==> src/rtl/word_serializer.sv <==
// Byte-to-serial line transmitter: 8N1 framing, LSB first, with a fixed
// number of sysclk cycles per bit. The line output is registered.
module word_serializer #(
    parameter int CLKS_PER_BIT = 5208
) (
    input  logic       sysclk,
    input  logic       rst,
    input  logic       enable,
    input  logic [7:0] word,
    output logic       out,
    output logic       status,
    output logic       done
);

    typedef enum logic [1:0] {IDLE, START, DATA, STOP} state_t;

    localparam int            CW   = (CLKS_PER_BIT > 1) ? $clog2(CLKS_PER_BIT) : 1;
    localparam logic [CW-1:0] LAST = CW'(CLKS_PER_BIT - 1);

    state_t        state, state_n;
    logic [CW-1:0] cnt, cnt_n;
    logic [2:0]    idx, idx_n;
    logic [7:0]    shreg, shreg_n;
    logic          out_n, done_n;
    logic          bit_end;

    assign bit_end = (cnt == LAST);
    assign status  = (state != IDLE);

    always_ff @(posedge sysclk) begin
        if (rst) begin
            state <= IDLE;
            cnt   <= '0;
            idx   <= '0;
            shreg <= 8'h00;
            out   <= 1'b1;
            done  <= 1'b0;
        end else begin
            state <= state_n;
            cnt   <= cnt_n;
            idx   <= idx_n;
            shreg <= shreg_n;
            out   <= out_n;
            done  <= done_n;
        end
    end

    // out is decoded from the current state and registered, so the line
    // trails the state register by exactly one cycle.
    always_comb begin
        state_n = state;
        cnt_n   = cnt;
        idx_n   = idx;
        shreg_n = shreg;
        out_n   = 1'b1;
        done_n  = 1'b0;
        case (state)
            IDLE: begin
                cnt_n = '0;
                if (enable) begin
                    state_n = START;
                    shreg_n = word;
                    idx_n   = 3'd0;
                end
            end
            START: begin
                out_n = 1'b0;
                if (bit_end) begin
                    state_n = DATA;
                    cnt_n   = '0;
                    idx_n   = 3'd0;
                end else begin
                    cnt_n = cnt + 1'b1;
                end
            end
            DATA: begin
                out_n = shreg[0];
                if (bit_end) begin
                    cnt_n   = '0;
                    shreg_n = shreg >> 1;
                    idx_n   = idx + 3'd1;
                    if (idx == 3'd7) state_n = STOP;
                end else begin
                    cnt_n = cnt + 1'b1;
                end
            end
            STOP: begin
                out_n = 1'b1;
                if (bit_end) begin
                    state_n = IDLE;
                    cnt_n   = '0;
                    done_n  = 1'b1;
                end else begin
                    cnt_n = cnt + 1'b1;
                end
            end
            default: begin
                state_n = IDLE;
                cnt_n   = '0;
            end
        endcase
    end

endmodule
==> config.mk <==
export PLATFORM = sky130hd
export DESIGN_NAME = word_serializer
export DESIGN_NICKNAME = d
export VERILOG_FILES = /design/src/rtl/word_serializer.sv
export SDC_FILE = /design/constraint.sdc
export NUM_CORES = 1
export LEC_CHECK = 0
export BUFFER_PORTS_ARGS = -buffer_cell sky130_fd_sc_hd__buf_2
export CAP_MARGIN = 40
export CORE_MARGIN = 4
export CORE_UTILIZATION = 47
export DETAILED_ROUTE_END_ITERATION = 7
export GPL_ROUTABILITY_DRIVEN = 0
export PLACE_DENSITY = 0.66
export SYNTH_ARGS = -nofsm -noshare
export SYNTH_HDL_FRONTEND = slang
export SYNTH_SLANG_ARGS = --single-unit
==> constraint.sdc <==
create_clock -name sysclk -period 2.45 [get_ports sysclk]
set_input_delay 0.3675 -clock sysclk [delete_from_list [all_inputs] [get_ports sysclk]]
set_output_delay 0.3675 -clock sysclk [all_outputs]
set_load 0.02 [all_outputs]
## Word level (Yosys, flattened, before mapping)

Cells that the tools add are included.

- Add/sub/neg operators: 2
- Reductions and logical operators: 9
- Equal/unequal tests: 10
- Bitwise operators: 1
- Multiplexer cells: 17

Operators with widths:

| kind | number |
|---|---|
| one-hot mux 13 bit (2 select lines) | 1 |
| two-way mux 8 bit | 2 |
| one-hot mux 8 bit (2 select lines) | 1 |
| adder 13 x 1 -> 13 bit, second input constant | 1 |
| == test 13 bit, second input constant | 1 |
| two-way mux 13 bit | 1 |
| two-way mux 2 bit | 5 |
| inequality test 2 bit, second input constant | 5 |
| two-way mux 3 bit | 3 |
| one-hot mux 3 bit (3 select lines) | 1 |
| one-hot mux 2 bit (4 select lines) | 1 |
| AND reduction 5 bit | 1 |
| == test 2 bit, second input constant | 2 |
| AND reduction 4 bit | 1 |
| nonzero test 2 bit | 2 |
| adder 3 x 1 -> 3 bit, second input constant | 1 |
| == test 3 bit, second input constant | 1 |
| AND reduction 3 bit | 1 |
| nonzero test 3 bit | 1 |
| OR reduction 3 bit | 1 |
| == test 2 x 1 -> 1 bit, second input constant | 1 |
| logical NOT 2 bit | 1 |
| one-hot mux 1 bit (2 select lines) | 1 |
| OR reduction 2 bit | 1 |
| other kinds (2) | 2 |

- Word-level logic and storage cells: 45
- Register bits: 28
- Output and inout port bits: 3
- Bits of input ports: 11

## Logic depth before layout (Yosys ltp)

- Depth in word-level cells: 4
- Gate-level depth with buffers: 7
- Gate-level depth less buffers: 6

## Worst setup path after synthesis

OpenSTA, ideal clock, no wires.

- Path type: register to register
- Start point: reg cnt[11]
- End point: reg cnt[10]
- Data required time: 2.333 ns
- Library setup time: 0.117 ns
- Cell stages (with the launch flop): 6
- Path buffers: 1
- Arrival time: 1.710 ns
- Period minus slack after synthesis: 1.827 ns
- Slack: 0.623 ns
- Cells stage by stage: dfxtp_1 > or4_4 > or3_2 > nand2_1 > buf_2 > nor2_1

- Word-level cells in the longest chain between the ends: 3

Ends and longest elaborated chain:

| element | line | RTL |
|---|---|---|
| start: declaration | 21 | `logic [CW-1:0] cnt, cnt_n;` |
| start signal: assignment | 40 | `cnt <= cnt_n;` |
| == test 13 bit | 27 | `assign bit_end = (cnt == LAST);` |
| two-way mux 13 bit | 68, 78, 89 |  |
| one-hot mux 13 bit (2 select lines) | 57 | `case (state)` |

Every way passes these cells.
A chain may end at the register's enable or synchronous reset.

## Worst setup path after layout

- Start point: reg cnt[0]
- End point: reg shreg[6]

- Word-level cells in the longest chain between the ends: 3

Ends and longest elaborated chain:

| element | line | RTL |
|---|---|---|
| == test 13 bit | 27 |  |
| inequality test 2 bit (no line) | - |  |
| AND reduction 3 bit (no line) | - |  |
| end signal: assignment | 42 | `shreg <= shreg_n;` |
| end: declaration | 23 | `logic [7:0] shreg, shreg_n;` |

Every way passes these cells.

==> results.json <==
{
  "status": "completed",
  "ir_worst_vdd_uv": 650,
  "p_per_area_mw_per_mm2": 897,
  "initial_core_util": 0.500,
  "yosysUniqueCellTypes": 35,
  "insertion_delay_ps": 330,
  "dr.pass1.iters": 4,
  "slew_violations": 0,
  "coreArea_sq_mm": 0.00278,
  "ys_ff_latch": 28,
  "yosys_warnings": 0,
  "wire_per_inst_microns": 13.2,
  "clockBufferDepth": 2,
  "via_per_inst": 5.49,
  "io_buffers": 13,
  "finish.utilization": 0.544,
  "met2_length_mm": 1.31,
  "die_w_microns": 62.4,
  "synth_nets": 172,
  "overflow": 0,
  "dieArea_sq_mm": 0.00389,
  "grt_start_max_net_pins": 18,
  "drtIter0Drc": 110,
  "fp.dieH_microns": 62.4,
  "fillers": 278,
  "setup_viol": 0,
  "crit_chain": "ha_1 -> nand4_1 -> o31ai_4 -> a21oi_1 -> a311oi_1",
  "dp.cells": 192,
  "crit_family": "compound AO/OA/AOI/OAI gates",
  "postSynthCellCount": 152,
  "final_layout_size_suffix_gt1_frac": 0.152,
  "synth_top_area_cell": "dfxtp_1",
  "cts_post_setup_buffers_inserted": 0,
  "synth.avg_cell_area_sq_um": 9.15,
  "slowest_delay_ps": 640,
  "crit_buf_inv": 0,
  "crit_type": "flop to flop",
  "grt_pass1_wl_mm": 4.53,
  "area_delta_synth_final_pct": 8.91,
  "grt_pass1_vias": 1065,
  "ys_top_cells_by_area": "dfxtp_1, ha_1, xnor2_1",
  "h-tree-depth": 1,
  "fin_crit_sh": 0.856,
  "post_cts_resize_count": 0,
  "critPathRequiredTime_ps": 2700,
  "antenna_found_initial": 0,
  "critPathLaunchType": "flop",
  "seq_area_frac_synth": 0.403,
  "tns_ps": 0,
  "slowest_stage": "o31ai_4",
  "wl_met1_mm": 1.17,
  "synth_area_sq_mm": 0.00139,
  "ant_nets": 0,
  "hold_buffers": 0,
  "tightestPinTransition_ps": 566,
  "wl_met3_microns": 65,
  "vias": 1076,
  "fmax_mhz": 477,
  "slew_headroom": 0.622,
  "dpl.hpwl_mm": 1.90,
  "wl_mm": 2.58,
  "nets": 186,
  "cts_root_buf": "clkbuf_4",
  "cp.arrival_ps": 2340,
  "yosys.area.top_type_share": 0.403,
  "remaining_drc_errors": 0,
  "cts_buffers": 3,
  "min_period_ps": 2100,
  "cts_tree": "yes",
  "skew_ps": 13.5,
  "final-instance-count-excl-fill": 196,
  "total_leakage_power_nw": 0.537,
  "cp-end-kind": "flop",
  "insertedDiodeCount": 0,
  "crit_fanout": 15,
  "top_layer_used": "met4",
  "cts_sinks": 28,
  "rsz0062_at_grt": "no",
  "rows": 19,
  "hold_path_class": "primary input to flop",
  "io_pins": 14,
  "clk_pin_slew_worst_paths_ps": 150,
  "grt_usage": 0.138,
  "drv_cap": 0,
  "hold_viol": 0
}
-- through the flow --
step           power, W  setup slack (ps)  hold slack [ps]  area (sq um)
2_1_floorplan   0.00103               623              418          1390
3_3_place_gp    0.00113               486              430          1480
3_5_place_dp    0.00115               369              451          1480
4_1_cts         0.00137               338              304          1510
5_1_grt         0.00148               181              294          1510
6_report        0.00136               354              310          1510
-- worst reg2reg max path, cell delays in order, from the launching register on --
cell and delay (ps):
dfxtp_1 390, ha_1 240, nand4_1 350, o31ai_4 640
a21oi_1 140, a311oi_1 270
-- synth_stat cells --
master and n:
a21oi_1 14, a311oi_1 7, and3_1 1, buf_2 1
buf_6 1, clkbuf_1 4, dfxtp_1 28, ha_1 9
inv_1 7, mux2i_1 7, nand2_1 6, nand2b_1 2
nand3_1 5, nand4_1 4, nor2_1 18, nor2b_1 1
nor3_1 2, nor3b_1 1, nor4_1 3, o21ai_0 6
o21bai_1 1, o22ai_1 1, o31a_1 1, o31ai_1 1
o31ai_4 1, o32a_1 1, or2_2 2, or3_1 1
or3_2 1, or3b_1 1, or4_1 1, or4_4 1
or4bb_4 1, xnor2_1 9, xor2_1 2
-- per-layer routing --
layer  global-route usage  vias to the layer above
li1                     -                      567
met1                0.161                      497
met2                0.241                        8
met3               0.0324                        4
met4               0.0557                        0
met5                    0                        -
-- cell families after synthesis --
family / after synthesis / share of synthesized area
simple gates: 51 / 0.194
buf+inv: 13 / 0.0414
xor+xnor: 11 / 0.0693
fa+ha+maj: 9 / 0.0810
flops: 28 / 0.403
compound gates: 33 / 0.160
mux: 7 / 0.0504
-- state kept, by name, summed over array words and instances (netlist names) --
register / count
cnt: 13
done: 1
state: 2
idx: 3
shreg: 8
out: 1
-- cell usage in the layout, fill, tap and decap left out, types with 2 or more instances in the layout --
| cell | instances |
|---|---|
| dfxtp_1 | 28 |
| nor2_1 | 18 |
| a21oi_1 | 14 |
| buf_2 | 13 |
| xnor2_1 | 9 |
| ha_1 | 9 |
| inv_1 | 7 |
| mux2i_1 | 7 |
| a311oi_1 | 7 |
| o21ai_0 | 6 |
| nand2_1 | 6 |
| nand3_1 | 5 |
| nand4_1 | 4 |
| nor4_1 | 3 |
| clkbuf_4 | 3 |
| or2_2 | 2 |
| nor3_1 | 2 |
| xor2_1 | 2 |
| nand2b_1 | 2 |
| buf_4 | 2 |
-- area by class of cell --
| class | count | area (sq um) | area share |
|---|---|---|---|
| Timing Repair Buffer | 15 | 80.1 | 0.0529 |
| Sequential cell | 28 | 561 | 0.370 |
| Inverter | 7 | 26.3 | 0.0174 |
| Tap cell | 31 | 38.8 | 0.0256 |
| Clock buffer | 4 | 36.3 | 0.0240 |
| Multi-Input combinational cell | 111 | 772 | 0.510 |
-- power by group --
group | leakage (nW) | switching [W] | total [W] | internal [W]
Clock | 0.0210 | 0.000132 | 0.000223 | 0.0000910
Combinational | 0.288 | 0.000308 | 0.000534 | 0.000225
Sequential | 0.228 | 0.0000560 | 0.000602 | 0.000546
Total | 0.537 | 0.000496 | 0.00136 | 0.000862
-- final timing paths --
check                from       end  slack, ps  cells after the start
hold / removal    word[7]  shreg[7]        310                      3
hold reg to reg    cnt[0]    cnt[0]        480                      1
setup reg to reg   cnt[0]  shreg[6]        350                      5
setup / recovery   cnt[0]  shreg[6]        350                      5
Note: power is estimated with default switching activity, not from simulation.
